### config.mk
export PLATFORM = sky130hd
export DESIGN_NAME = rf_wb_arbiter
export DESIGN_NICKNAME = d
export VERILOG_FILES = /design/src/rtl/rf_wb_arbiter_pkg.sv /design/src/rtl/rf_wb_arbiter_rr.sv /design/src/rtl/rf_wb_arbiter.sv
export SDC_FILE = /design/constraint.sdc
export NUM_CORES = 1
export LEC_CHECK = 0
export CAP_MARGIN = 5
export CELL_PAD_IN_SITES_DETAIL_PLACEMENT = 1
export CELL_PAD_IN_SITES_GLOBAL_PLACEMENT = 1
export CORE_MARGIN = 2
export CORE_UTILIZATION = 25
export CTS_CLUSTER_SIZE = 8
export DETAILED_ROUTE_END_ITERATION = 6
export PLACE_DENSITY = 0.61
export SLEW_MARGIN = 20
export SYNTH_ARGS = -nofsm -noshare
export SYNTH_HDL_FRONTEND = slang
export SYNTH_SLANG_ARGS = --single-unit
### constraint.sdc
create_clock -name clk -period 5.1 [get_ports clk]
set_input_delay 1.53 -clock clk [delete_from_list [all_inputs] [get_ports clk]]
set_output_delay 1.53 -clock clk [all_outputs]
set_load 0.01 [all_outputs]
### src/rtl/rf_wb_arbiter_pkg.sv
// Shared definitions for the integer register-file writeback port controller.
package ysyx_22040000_rf_pkg;

   localparam int AWIDTH_DEF = 5;
   localparam int DWIDTH_DEF = 32;

   localparam int REQ_EXU = 0;
   localparam int REQ_LSU = 1;

   typedef struct packed {
      logic [AWIDTH_DEF-1:0] addr;
      logic [DWIDTH_DEF-1:0] data;
   } wb_req_t;

endpackage

### src/rtl/rf_wb_arbiter_rr.sv
// Round-robin grant among writeback requesters; owns the rotating pointer.
module ysyx_22040000_RrArbiter
   import ysyx_22040000_rf_pkg::*;
#(
   parameter int NREQ = 2
) (
   input  logic            clk,
   input  logic            rst_n,
   input  logic [NREQ-1:0] req,
   output logic [NREQ-1:0] grant
);

   localparam int RW = $clog2(NREQ);

   logic [RW-1:0] rr_q;
   logic [RW-1:0] rr_d;
   logic          found;

   // Outer loop walks priority order starting at rr; first hit wins.
   always_comb begin
      grant = '0;
      rr_d  = rr_q;
      found = 1'b0;
      for (int k = 0; k < NREQ; k++) begin
         for (int i = 0; i < NREQ; i++) begin
            if (!found && rst_n && req[i] &&
                i == (int'(rr_q) + k) % NREQ) begin
               found    = 1'b1;
               grant[i] = 1'b1;
               rr_d     = RW'((i + 1) % NREQ);
            end
         end
      end
   end

   always_ff @(posedge clk) begin
      if (!rst_n) begin
         rr_q <= '0;
      end else begin
         rr_q <= rr_d;
      end
   end

endmodule

### src/rtl/rf_wb_arbiter.sv
// Register-file write-port controller: arbitrated registered write stage
// plus a per-register busy scoreboard for decoder stalls.
module rf_wb_arbiter
   import ysyx_22040000_rf_pkg::*;
#(
   parameter int AWIDTH = AWIDTH_DEF,
   parameter int DWIDTH = DWIDTH_DEF,
   parameter int NREQ   = 2
) (
   input  logic                        clk,
   input  logic                        rst_n,
   input  logic [NREQ-1:0]             wb_valid,
   output logic [NREQ-1:0]             wb_ready,
   input  logic [NREQ-1:0][AWIDTH-1:0] wb_addr,
   input  logic [NREQ-1:0][DWIDTH-1:0] wb_data,
   output logic                        rf_wen,
   output logic [AWIDTH-1:0]           rf_waddr,
   output logic [DWIDTH-1:0]           rf_wdata,
   input  logic                        alloc_valid,
   input  logic [AWIDTH-1:0]           alloc_rd,
   output logic                        alloc_ready,
   input  logic [AWIDTH-1:0]           rs1_addr,
   input  logic [AWIDTH-1:0]           rs2_addr,
   output logic                        rs1_busy,
   output logic                        rs2_busy
);

   localparam int NREG = 2**AWIDTH;

   logic [NREQ-1:0]   grant;
   logic              acc;
   logic [AWIDTH-1:0] sel_addr;
   logic [DWIDTH-1:0] sel_data;
   logic              alloc_fire;

   logic              rf_wen_q, rf_wen_d;
   logic [AWIDTH-1:0] rf_waddr_q, rf_waddr_d;
   logic [DWIDTH-1:0] rf_wdata_q, rf_wdata_d;
   logic [NREG-1:0]   busy_q, busy_d;

   ysyx_22040000_RrArbiter #(
      .NREQ (NREQ)
   ) u_arb (
      .clk   (clk),
      .rst_n (rst_n),
      .req   (wb_valid),
      .grant (grant)
   );

   assign wb_ready = grant;
   assign acc      = |grant;

   // Grant is one-hot, so an AND-OR mux picks the winner.
   always_comb begin
      sel_addr = '0;
      sel_data = '0;
      for (int i = 0; i < NREQ; i++) begin
         sel_addr = sel_addr | ({AWIDTH{grant[i]}} & wb_addr[i]);
         sel_data = sel_data | ({DWIDTH{grant[i]}} & wb_data[i]);
      end
   end

   always_comb begin
      rf_wen_d   = acc && (sel_addr != '0);
      rf_waddr_d = rf_waddr_q;
      rf_wdata_d = rf_wdata_q;
      if (rf_wen_d) begin
         rf_waddr_d = sel_addr;
         rf_wdata_d = sel_data;
      end
   end

   assign alloc_ready = rst_n & ~busy_q[alloc_rd];
   assign alloc_fire  = alloc_valid & alloc_ready;
   assign rs1_busy    = busy_q[rs1_addr];
   assign rs2_busy    = busy_q[rs2_addr];

   // Clear on commit first so a same-edge allocation of that register wins.
   always_comb begin
      busy_d = busy_q;
      if (rf_wen_q) begin
         busy_d[rf_waddr_q] = 1'b0;
      end
      if (alloc_fire) begin
         busy_d[alloc_rd] = 1'b1;
      end
      busy_d[0] = 1'b0;
   end

   always_ff @(posedge clk) begin
      if (!rst_n) begin
         rf_wen_q   <= 1'b0;
         rf_waddr_q <= '0;
         rf_wdata_q <= '0;
         busy_q     <= '0;
      end else begin
         rf_wen_q   <= rf_wen_d;
         rf_waddr_q <= rf_waddr_d;
         rf_wdata_q <= rf_wdata_d;
         busy_q     <= busy_d;
      end
   end

   assign rf_wen   = rf_wen_q;
   assign rf_waddr = rf_waddr_q;
   assign rf_wdata = rf_wdata_q;

endmodule

Word-level counts from Yosys, hierarchy flattened
Index checks and enable logic that the tools add are counted.

Add/sub/neg operators: 1. $lt $le $gt $ge: 6. Equality and inequality tests: 1. Mux-type cells: 21. Bitwise logic cells: 14. Reductions and logical operators: 23.

Operator list (count): bitwise AND 32 bit (3); logical NOT 32 bit (2); two-way mux 32 bit (2); bitwise OR 32 bit (2); inverter 32 bit (1); less-than comparator 5 x 6 -> 1 bit (second input constant) (4); binary-select mux 1 bit (select 5 bit) (3); logical AND 1 bit (14); two-way mux 1 bit (14); bitwise AND 5 bit (2); demux 1 bit (select 5 bit) (2); greater-or-equal comparator 5 x 1 -> 1 bit (second input constant) (2); bitwise OR 5 bit (1); nonzero test 5 bit (1); OR reduction 2 bit (2); logical NOT 1 bit (3); nonzero test 3 bit (1); bitwise AND 1 bit (2); equality test 2 bit (first input constant) (1); inverter 1 bit (2); adder 1 bit (second input constant) (1); bitwise AND 1 bit (first input constant) (1).

Bits in registers: 71. Output and inout bits: 43. Logic and storage cells: 72.

Longest topological paths before layout
Word-level depth: 22. Depth in mapped cells: 8. Mapped depth without buffers: 5.

By module
A second synthesis with hierarchy kept.

Cell total of the unflattened synthesis: 394. Area, all modules: 3821.2 um^2.

By module, submodules not included: rf_wb_arbiter (instances 1, cells an instance 387, area an instance 3758.6 um^2); ysyx_22040000_RrArbiter (instances 1, cells an instance 7, area an instance 62.6 um^2).

Worst setup path after synthesis
Ideal clock, no wire load.

Path kind: in2out. From: input alloc_rd[0]. To: output alloc_ready. Data arrival time: 2.943 ns. Setup slack: 0.627 ns. Cell stages on the path: 6. Cell sequence: buf_6 -> mux4_2 -> and3_1 -> nor4_1 -> a31oi_1 -> nor3_1.

Longest elaborated chain between the ends: 4.

Ends and longest elaborated chain: from (decl) (RTL line rf_wb_arbiter.sv:20) `input logic [AWIDTH-1:0] alloc_rd,`; binary-select mux 1 bit (select 5 bit) (RTL line rf_wb_arbiter.sv:73) `assign alloc_ready = rst_n & ~busy_q[alloc_rd];`; two-way mux 1 bit (implied by the code) (RTL line rf_wb_arbiter.sv:73); inverter 1 bit (RTL line rf_wb_arbiter.sv:73); bitwise AND 1 bit (RTL line rf_wb_arbiter.sv:73); to (decl) (RTL line rf_wb_arbiter.sv:21) `output logic alloc_ready,`.

Every way passes these cells. The select of a mux whose other input is x is not followed.

Worst setup path in the final report
Ends and elaborated chain as after synthesis.

==> results.yml <==
pwr:
  leakage_uw: 0.00218
  clockPowerShare: 0.377
  switchingPower_uw: 422
  combPwrFrac: 0.226
  internal_power_uw: 1110
  seqPwrFrac: 0.397
  switching_share: 0.275
  peakVddDrop_mv: 0.154
  power.density_mw_per_mm2: 263
setup_path:
  critical_path.cell_chain: "clkdlybuf4s15_1 > mux4_2 > and3_1 > nor4_1 > a31oi_1 > nor3_1 > dlygate4sd2_1"
  r2r_slack_ns: 2.81
  reg2reg_to: "rf_wdata[8]"
  crit_required_ns: 3.57
  crit_slowest_cell: "mux4_2"
  ff2ff_path_depth: 7
  rr_startpoint: "u_arb.rr_q"
  cp_max_fo: 4
  worst_setup_path_start_kind: "primary input"
  path_class: "in2out"
  crit_path_max_incr_delay_ns: 0.54
  end_kind: "primary output"
  cp.arrival_ns: 3.44
yosys:
  ys_types: 40
  synth_flop_cell: "dfxtp_1"
  seq_area_frac_synth: 0.362
  ys_seq_elements: 70
  ys_warn_count: 0
  syn_area_per_cell_um2: 9.38
  synthArstFlopShare: 0
  synth_cells: 413
  synth_nets: 507
  syn_area_mm2: 0.00387
  synth_edf_count: 0
timing:
  hold_viol: 0
  fmax_mhz: 201
  drv_slew: 0
  slew-limit-headroom: 0.316
  rsz0062_at_grt: "no"
  setup_slack_ns: 0.130
  fin_skew_ns: 0.0103
  post-route-period-util: 0.974
  tns_ns: 0
  finalSetupViolCount: 0
  fin_crit_ns: 4.97
  worst_slew_pin_slew_ns: 1.02
  whs_ns: 0.458
floorplanning:
  dieWidth_um: 129
  pin_count: 137
  core.rowCount: 45
  fp.dieH_um: 129
  initial_core_util: 0.255
  coreArea_mm2: 0.0152
  die_area_mm2: 0.0165
place:
  dpl.hpwl_mm: 11.3
  routabilityCongestion: 0.851
  place.port_buffers: 136
  place_worst_setup_slack_ns: -0.468
  dp_cells: 732
global_route:
  grt_remaining_overflow: 0
  grt_use_total: 0.180
  antenna_found_initial: 0
  grt_pass1_wl_mm: 23.0
  grt_start_max_net_pins: 42
  grt_pass1_vias: 4188
routing:
  drtIter0Drc: 167
  drc_errors: 0
  wirelength_mm: 14.7
  post_drt_wl_per_cell_um: 19.7
  dr.pass1.iters: 4
  ant_nets: 0
  vias: 3967
  viasPerCell: 5.30
clock_tree:
  clk_pin_slew_worst_paths_ns: 0.05
  cts_hold_buf: 0
  cts_max_level: 3
  clockRootBuffer: "clkbuf_16"
  clk_latency_ns: 0.33
  numCtsBuffers: 9
  clockBufferDepth: 2
  cts_tree: "done"
  cts_sinks: 70
finish:
  fin_cells: 748
  fillCellCount: 1769
  fin_util: 0.384
  area_delta_synth_final_pct: 50.5
  nets: 649
  antennaDiodeCount: 0
  drive_above_1_share: 0.136
min_path:
  min_from: "rf_wdata[4]"
  hold_depth: 2
  hold_end: "rf_wdata[4]"
  worst_hold_path_type: "reg2reg"
status:
  run_status: "finished, final reports clean"
job:
  drv_cap: 0
## cells in the mapped netlist (all sizes together) (2+ instances only)
| cell | count | area, um2 |
|---|---|---|
| nand4 | 6 | 37.5 |
| and3b | 3 | 26.3 |
| or3 | 3 | 18.8 |
| nand2 | 81 | 304 |
| a22oi | 34 | 255 |
| dfxtp | 70 | 1400 |
| o311ai | 2 | 17.5 |
| clkbuf | 20 | 75.1 |
| a21oi | 8 | 40.0 |
| nor4b | 2 | 23.8 |
| nor4 | 5 | 31.3 |
| nor3b | 4 | 30.0 |
| nand4b | 2 | 17.5 |
| nand3 | 4 | 20.0 |
| mux2i | 39 | 390 |
| a31oi | 4 | 25.0 |
| nand3b | 3 | 22.5 |
| mux2 | 9 | 101 |
| nor2 | 8 | 30.0 |
| o21ai | 9 | 45.0 |
| a32o | 32 | 320 |
| buf | 15 | 87.6 |
| and3 | 7 | 43.8 |
| inv | 6 | 22.5 |
| nor3 | 9 | 45.0 |
| mux4 | 15 | 338 |
| nor2b | 4 | 25.0 |
## critical path: cells and delay by family
kind / cells / cell delay (ns)
buf+inv: 2 / 0.58
compound gates: 1 / 0.09
mux: 1 / 0.54
simple gates: 3 / 0.70
## cells in the final DEF (no fill, tap or decap), types with 3 or more instances in the layout
master           Yosys  final
nand3_1              4      4
nor3b_1              4      4
inv_1                6      6
and3_1               7      7
mux4_2              15     15
nand3b_1             3      3
nor2_1               8      7
a21oi_1              8      8
nor3_1               9      8
nor2b_1              4      4
mux2_2               9      9
clkbuf_16            0      9
buf_4                3     28
nor4_1               5      5
a31oi_1              4      4
and3b_1              3      3
mux2i_1             39     39
a32o_1              32     32
nand4_1              6      6
nand2_1             81     81
clkdlybuf4s50_1      0    130
o21ai_0              9      8
dfxtp_1             70     70
a22oi_1             34     34
or3_1                3      3
## power groups by stage
stage | combinational (uW) | sequential [uW] | clock [uW]
6_report | 346 | 609 | 579
5_1_grt | 375 | 614 | 621
4_1_cts | 349 | 609 | 598
3_5_place_dp | 349 | 620 | 0
3_3_place_gp | 344 | 619 | 0
2_1_floorplan | 144 | 624 | 0
## registers in the layout (all words and copies together), names as in the netlist
signal / count
busy_q: 31
rf_waddr: 5
rf_wdata: 32
rf_wen: 1
u_arb.rr_q: 1
## area by class of cell
type / count / area (um2) / area share
Multi-Input combinational cell: 302 / 2300 / 0.394
Tap cell: 188 / 235 / 0.0403
Inverter: 6 / 22.5 / 0.00386
Sequential cell: 70 / 1400 / 0.240
Timing Repair Buffer: 166 / 1600 / 0.274
Clock inverter: 5 / 33.8 / 0.00579
Clock buffer: 11 / 243 / 0.0416
## stage by stage
step | total power, uW | area, um2
after global routing | 1610 | 5830
after detailed placement | 970 | 5560
after global placement | 962 | 5560
final | 1530 | 5830
after floorplan | 768 | 3870
after CTS | 1560 | 5830
## per-layer routing
| metal | track usage | vias up | part of all wire |
|---|---|---|---|
| li1 | - | 1874 | - |
| met1 | 0.228 | 1909 | 0.45 |
| met2 | 0.291 | 167 | 0.45 |
| met3 | 0.0595 | 17 | 0.088 |
| met4 | 0.0607 | 0 | 0.015 |
| met5 | 0 | - | 0 |
## how the worst max path moves through the flow
| stage | endpoint | slack [ns] | cells after the start | startpoint |
|---|---|---|---|---|
| after floorplan | alloc_ready | 0.63 | 6 | alloc_rd[0] |
| after global placement | alloc_ready | -0.41 | 7 | alloc_rd[0] |
| after detailed placement | alloc_ready | -0.47 | 7 | alloc_rd[0] |
| after CTS | rs2_busy | 0.003 | 7 | rs2_addr[1] |
| after global routing | alloc_ready | 0.009 | 7 | alloc_rd[0] |
| final | alloc_ready | 0.13 | 7 | alloc_rd[0] |
## cells by family (layout without fill, tap and decap cells)
family | Yosys count | count (layout) | synth area share
muxes | 63 | 63 | 0.214
DFF | 70 | 70 | 0.362
and+or+nand+nor | 145 | 145 | 0.182
AOI/OAI and AO/OA | 94 | 94 | 0.194
buffers and inverters | 41 | 188 | 0.0478
## what timing repair did
action / CTS / global route
setup buffers: 0 / 0
resized for setup: 5 / 7
gates cloned: 0 / 0
endpoints found under the setup margin: 3 / 3
Power figures use the tool's default switching activity.
